<file path="src/rtl/rns_banked_reg_file.sv">
// Two-bank register file: an 8-bit integer bank and an RNS bank of
// NUM_DOMAINS 8-bit residues per entry. Includes a sequential clear engine.
// Ports:
//   clk, reset (async, active low)
//   rd_addr1/2 : {bank, index}; rd_data1/2, rd_valid1/2 are combinational
//   rd_addr3   : integer-bank index; rd_data3 is combinational
//   wr_en, wr_RNS, wr_addr, wr_data, wr_dom_mask : write port
//   wr_drop    : registered pulse, a write arrived during CLEAR
//   clr_req    : starts a clear; clr_busy while clearing, clr_done one cycle after
module rns_banked_reg_file #(
  parameter int NUM_DOMAINS = 2,
  parameter int DEPTH       = 8,
  parameter int AW          = 3
) (
  input  logic                     clk,
  input  logic                     reset,
  input  logic [AW:0]              rd_addr1,
  input  logic [AW:0]              rd_addr2,
  output logic [NUM_DOMAINS*8-1:0] rd_data1,
  output logic [NUM_DOMAINS*8-1:0] rd_data2,
  output logic                     rd_valid1,
  output logic                     rd_valid2,
  input  logic [AW-1:0]            rd_addr3,
  output logic [7:0]               rd_data3,
  input  logic                     wr_en,
  input  logic                     wr_RNS,
  input  logic [AW-1:0]            wr_addr,
  input  logic [NUM_DOMAINS*8-1:0] wr_data,
  input  logic [NUM_DOMAINS-1:0]   wr_dom_mask,
  output logic                     wr_drop,
  input  logic                     clr_req,
  output logic                     clr_busy,
  output logic                     clr_done
);
  localparam int DW = NUM_DOMAINS * 8;

  typedef enum logic [1:0] {IDLE, CLEAR, DONE} state_t;

  state_t                   state;
  logic [AW-1:0]            idx;
  logic [DEPTH-1:0][7:0]    int_mem;
  logic [DEPTH-1:0][DW-1:0] rns_mem;
  logic [DEPTH-1:0]         int_vld;
  logic [DEPTH-1:0]         rns_vld;
  logic                     wr_acc;
  logic [DW-1:0]            rns_merged;

  assign wr_acc = wr_en && (state != CLEAR);

  // Post-write RNS entry at wr_addr; shared by storage update and bypass,
  // since a bypass hit always addresses the same entry.
  for (genvar d = 0; d < NUM_DOMAINS; d++) begin : g_merge
    assign rns_merged[8*d +: 8] = wr_dom_mask[d] ? wr_data[8*d +: 8]
                                                 : rns_mem[wr_addr][8*d +: 8];
  end

  // Read ports 1 and 2
  logic [1:0][AW:0] rd_addr;
  logic [1:0][DW-1:0] rd_data;
  logic [1:0] rd_valid;
  assign rd_addr = {rd_addr2, rd_addr1};

  for (genvar p = 0; p < 2; p++) begin : g_rd
    logic          is_rns;
    logic [AW-1:0] ix;
    logic          hit;
    always_comb begin
      is_rns = rd_addr[p][AW];
      ix     = rd_addr[p][AW-1:0];
      hit    = wr_acc && (wr_RNS == is_rns) && (wr_addr == ix);
      if (is_rns) begin
        rd_data[p]  = hit ? rns_merged : rns_mem[ix];
        rd_valid[p] = hit | rns_vld[ix];
      end else begin
        rd_data[p]  = DW'(hit ? wr_data[7:0] : int_mem[ix]);
        rd_valid[p] = hit | int_vld[ix];
      end
    end
  end

  assign rd_data1  = rd_data[0];
  assign rd_data2  = rd_data[1];
  assign rd_valid1 = rd_valid[0];
  assign rd_valid2 = rd_valid[1];

  assign rd_data3 = (wr_acc && !wr_RNS && (wr_addr == rd_addr3)) ? wr_data[7:0]
                                                                  : int_mem[rd_addr3];

  // Storage. Writes and clear never collide: writes are refused in CLEAR.
  always_ff @(posedge clk or negedge reset) begin
    if (!reset) begin
      int_mem <= '0;
      rns_mem <= '0;
      int_vld <= '0;
      rns_vld <= '0;
    end else if (state == CLEAR) begin
      int_mem[idx] <= '0;
      rns_mem[idx] <= '0;
      int_vld[idx] <= 1'b0;
      rns_vld[idx] <= 1'b0;
    end else if (wr_acc) begin
      if (wr_RNS) begin
        rns_mem[wr_addr] <= rns_merged;
        rns_vld[wr_addr] <= 1'b1;
      end else begin
        int_mem[wr_addr] <= wr_data[7:0];
        int_vld[wr_addr] <= 1'b1;
      end
    end
  end

  // Clear sequencer with registered status outputs
  always_ff @(posedge clk or negedge reset) begin
    if (!reset) begin
      state    <= IDLE;
      idx      <= '0;
      clr_busy <= 1'b0;
      clr_done <= 1'b0;
      wr_drop  <= 1'b0;
    end else begin
      wr_drop <= wr_en && (state == CLEAR);
      case (state)
        IDLE: if (clr_req) begin
          state    <= CLEAR;
          idx      <= '0;
          clr_busy <= 1'b1;
        end
        CLEAR: begin
          if (idx == AW'(DEPTH - 1)) begin
            state    <= DONE;
            clr_busy <= 1'b0;
            clr_done <= 1'b1;
          end else begin
            idx <= idx + 1'b1;
          end
        end
        DONE: begin
          state    <= IDLE;
          clr_done <= 1'b0;
        end
        default: begin
          state    <= IDLE;
          clr_busy <= 1'b0;
          clr_done <= 1'b0;
        end
      endcase
    end
  end
endmodule

</file>
<file path="config.mk">
export PLATFORM = sky130hd
export DESIGN_NAME = rns_banked_reg_file
export DESIGN_NICKNAME = d
export VERILOG_FILES = /design/src/rtl/rns_banked_reg_file.sv
export SDC_FILE = /design/constraint.sdc
export NUM_CORES = 1
export LEC_CHECK = 0
export CORE_MARGIN = 8
export CORE_UTILIZATION = 45
export DETAILED_ROUTE_END_ITERATION = 12
export PLACE_DENSITY = 0.7
export SETUP_SLACK_MARGIN = 0.2
export SYNTH_ARGS = -nofsm -noshare
export SYNTH_HDL_FRONTEND = slang
export SYNTH_SLANG_ARGS = --single-unit
</file>
<file path="constraint.sdc">
create_clock -name clk -period 2.4 [get_ports clk]
set_input_delay 0.48 -clock clk [delete_from_list [all_inputs] [get_ports clk]]
set_output_delay 0.48 -clock clk [all_outputs]
set_load 0.01 [all_outputs]
</file>
==> impl_metrics.py <==
metrics = {
    "worst_setup_path": {
        "critical_path_class": "register to primary output",
        "crit_path_max_fanout": 6,
        "cp_slowest_cell": "dfrtp_1",
        "cp_data_arrival_time_ns": 2.48,
        "max_stage_delay_ns": 0.41,
        "start_kind": "register",
        "worstPathCellList": "nand2b_4, nand4_1, buf_4, buf_6, nor2_4, a21oi_4, a221oi_4, buf_4, buf_6",
        "cp.required_ns": 1.92,
        "cp-end-kind": "primary output",
    },
    "clock_tree": {
        "clk_pin_slew_worst_paths_ns": 0.06,
        "cts_inserted_buffers": 25,
        "clock_sinks": 216,
        "tritoncts": "yes",
        "worst_skew_pair.late_latency_ns": 0.53,
        "cts_htree_levels": 1,
        "root_buffer": "clkbuf_16",
        "cts_buffer_depth": 3,
    },
    "sta": {
        "finalHoldViolCount": 0,
        "fmax_mhz": 338,
        "finClkSkew_ns": 0.00796,
        "setup_viol": 42,
        "post-route-period-util_pct": 123,
        "max_slew.worst_pin.slew_ns": 0.892,
        "relSlewSlack_pct": 40.4,
        "rsz0062_at_grt": "true",
        "drv_slew": 0,
        "fin_crit_ns": 2.96,
        "layout_setup_ws_ns": -0.562,
    },
    "min_path": {
        "worstHoldPathType": "input port to asynchronous set/reset pin",
    },
    "die": {
        "dieArea_um2": 37600,
        "die_w_um": 194,
        "placementRows": 65,
        "die_height_um": 194,
        "core-area_um2": 31400,
        "start_util_pct": 45.4,
        "num_io_pins": 82,
    },
    "routing": {
        "drtIter0Drc": 1590,
        "routed_wl_um": 57200,
        "drtPass1Iterations": 6,
        "route.detailed.drc": 0,
        "detail-route-antenna-nets": 0,
        "vias": 13900,
        "via_per_inst": 6.51,
        "wl_per_cell_um": 26.8,
    },
    "global_route": {
        "grt_max_degree": 46,
        "grt_pass1_wl_um": 87300,
        "grt_pass1_vias": 14300,
        "antenna_found_initial": 0,
        "grt_usage_pct": 29.6,
        "grt-ovfl-total": 0,
    },
    "place": {
        "port-buffer-count": 81,
        "gp_congestion": 0.976,
        "dp_slack_ns": -1.06,
        "hpwl_um": 39300,
        "dp_cells": 2025,
    },
    "status": {
        "violations": "negative setup slack",
        "status": "finished, violations left",
    },
    "synthesis": {
        "avgSynthCellArea_um2": 10.8,
        "ys.flop_type": "dfrtp_1",
        "synth.largest_area_cell": "dfrtp_1",
        "synth_cell_type_count": 74,
        "seq_area_frac_synth_pct": 38.0,
        "async_reset_ff_share_pct": 100,
        "synth_top_area_share_pct": 38.0,
        "synth_edf_count": 0,
        "synth_area_um2": 14200,
        "synth_fp_nets": 1356,
        "ys_top_cells_by_area": "dfrtp_1, mux4_2, nand2_1",
        "yosysWarnings": 0,
        "synth-seq-cells": 216,
        "syn_inst": 1317,
    },
    "power_and_ir_drop": {
        "leakagePower_nw": 8.86,
        "ir_worst_vdd_mv": 0.882,
        "p_per_area_nw_per_um2": 769,
    },
    "finish": {
        "drive_gt1_share_pct": 44.6,
        "area_delta_synth_final_pct": 40.6,
        "fin_util_pct": 63.8,
        "instances_no_fill": 2135,
        "nets": 1753,
        "fill_cells": 2420,
    },
    "job": {
        "maxCapViolCount": 0,
    },
}
cell families (layout without fill, tap and decap cells):
kind of cell             count (synthesis)  count (layout)  share of synthesized area (%)
AND/OR/NAND/NOR                        386             388                           12.8
AO/OA/AOI/OAI                          351             351                           17.9
flip-flops                             216             216                           38.0
multiplexers                           215             215                           26.0
buffers and inverters                  137             550                           4.60
XOR/XNOR                                10              10                          0.615
adder cells (fa/ha/maj)                  2               2                          0.176
other                                    0               1                              0
area by class of cell:
type                            instances  area [µm²]  share of cell area [%]
Antenna cell                            1        2.50                  0.0125
Inverter                               18        71.3                   0.356
Timing Repair Buffer                  487        4280                    21.4
Multi-Input combinational cell        966        8910                    44.5
Tap cell                              402         503                    2.51
Clock inverter                         10         138                   0.687
Sequential cell                       216        5410                    27.0
Clock buffer                           35         713                    3.56
per-stage QoR:
step	total power, mW	TNS (ns)	area, µm²	hold slack (ns)
floorplan	8.15	0	14700	0.184
global placement	10.9	-37.02	18200	0.422
detailed placement	11.1	-39.05	18200	0.416
CTS	15.2	-16.69	19600	0.463
global route	16.0	-19.81	20000	0.475
finish	15.4	-17.01	20000	0.450
worst paths after layout:
path | start | depth (start not counted) | slack [ns] | endpoint
max | state[0] | 9 | -0.56 | rd_data1[4]
max reg2reg | state[0] | 8 | 0.40 | rns_mem[46]
max in group asynchronous | reset | 3 | 1.19 | rns_mem[53]
min reg2reg | clr_done | 1 | 0.48 | clr_done
min | reset | 2 | 0.45 | rns_mem[30]
min in group clk | clr_done | 1 | 0.48 | clr_done
cell usage in the layout (no fill, tap or decap), types with 36 or more instances in the layout:
cell type / Yosys / final
mux4_2: 120 / 120
dfrtp_1: 216 / 216
nand2_1: 198 / 192
o2bb2ai_1: 75 / 75
buf_6: 6 / 44
mux2i_1: 65 / 62
buf_2: 42 / 36
buf_4: 8 / 337
nand3_1: 58 / 57
o21ai_0: 128 / 114
layer usage:
metal / vias up / track usage (%) / share of wire (%)
met5: - / 0 / 0
met4: 0 / 12.8 / 4.8
met3: 207 / 6.84 / 11
met2: 937 / 47.9 / 47
met1: 6938 / 37.8 / 37
li1: 5819 / - / -
flip-flops by register name, summed over array words and instances, names as in the netlist:
name and flops:
idx 3, int_vld 8, rns_mem 128, clr_busy 1, rns_vld 8, int_mem 64
state 2, wr_drop 1, clr_done 1
synth_stat cells (9+ instances only):
cell type,number
inv_1,16
buf_2,42
clkbuf_1,58
and2_1,14
a21oi_1,24
nor2_1,32
nand2b_1,20
o2bb2ai_1,75
mux4_2,120
mux2i_1,65
o21ai_0,128
a21o_1,9
nand3_1,58
nand2_1,198
nor2b_1,24
dfrtp_1,216
mux2_2,29
a221oi_1,27
where the power goes:
part | internal, mW | switching [mW] | total (mW)
sequential | 4.47 | 0.803 | 5.27
combinational | 3.03 | 3.10 | 6.13
clock | 2.40 | 1.59 | 3.99
total | 9.89 | 5.50 | 15.4
critical path, delay by kind of cell (launching register included):
kind / cells / cell delay [ns]
flip-flops: 1 / 0.41
AND/OR/NAND/NOR: 3 / 0.44
buffers and inverters: 4 / 0.61
AO/OA/AOI/OAI: 2 / 0.49
repair_timing:
item	4_1_cts	5_1_grt
hold buffers	1	0
endpoints found under the setup margin	42	42
cloned	5	0
pin swaps	41	20
buffers inserted	38	20
resized for setup	272	45
endpoints found under the hold margin	40	0
Note: power is estimated with default switching activity, not from simulation.
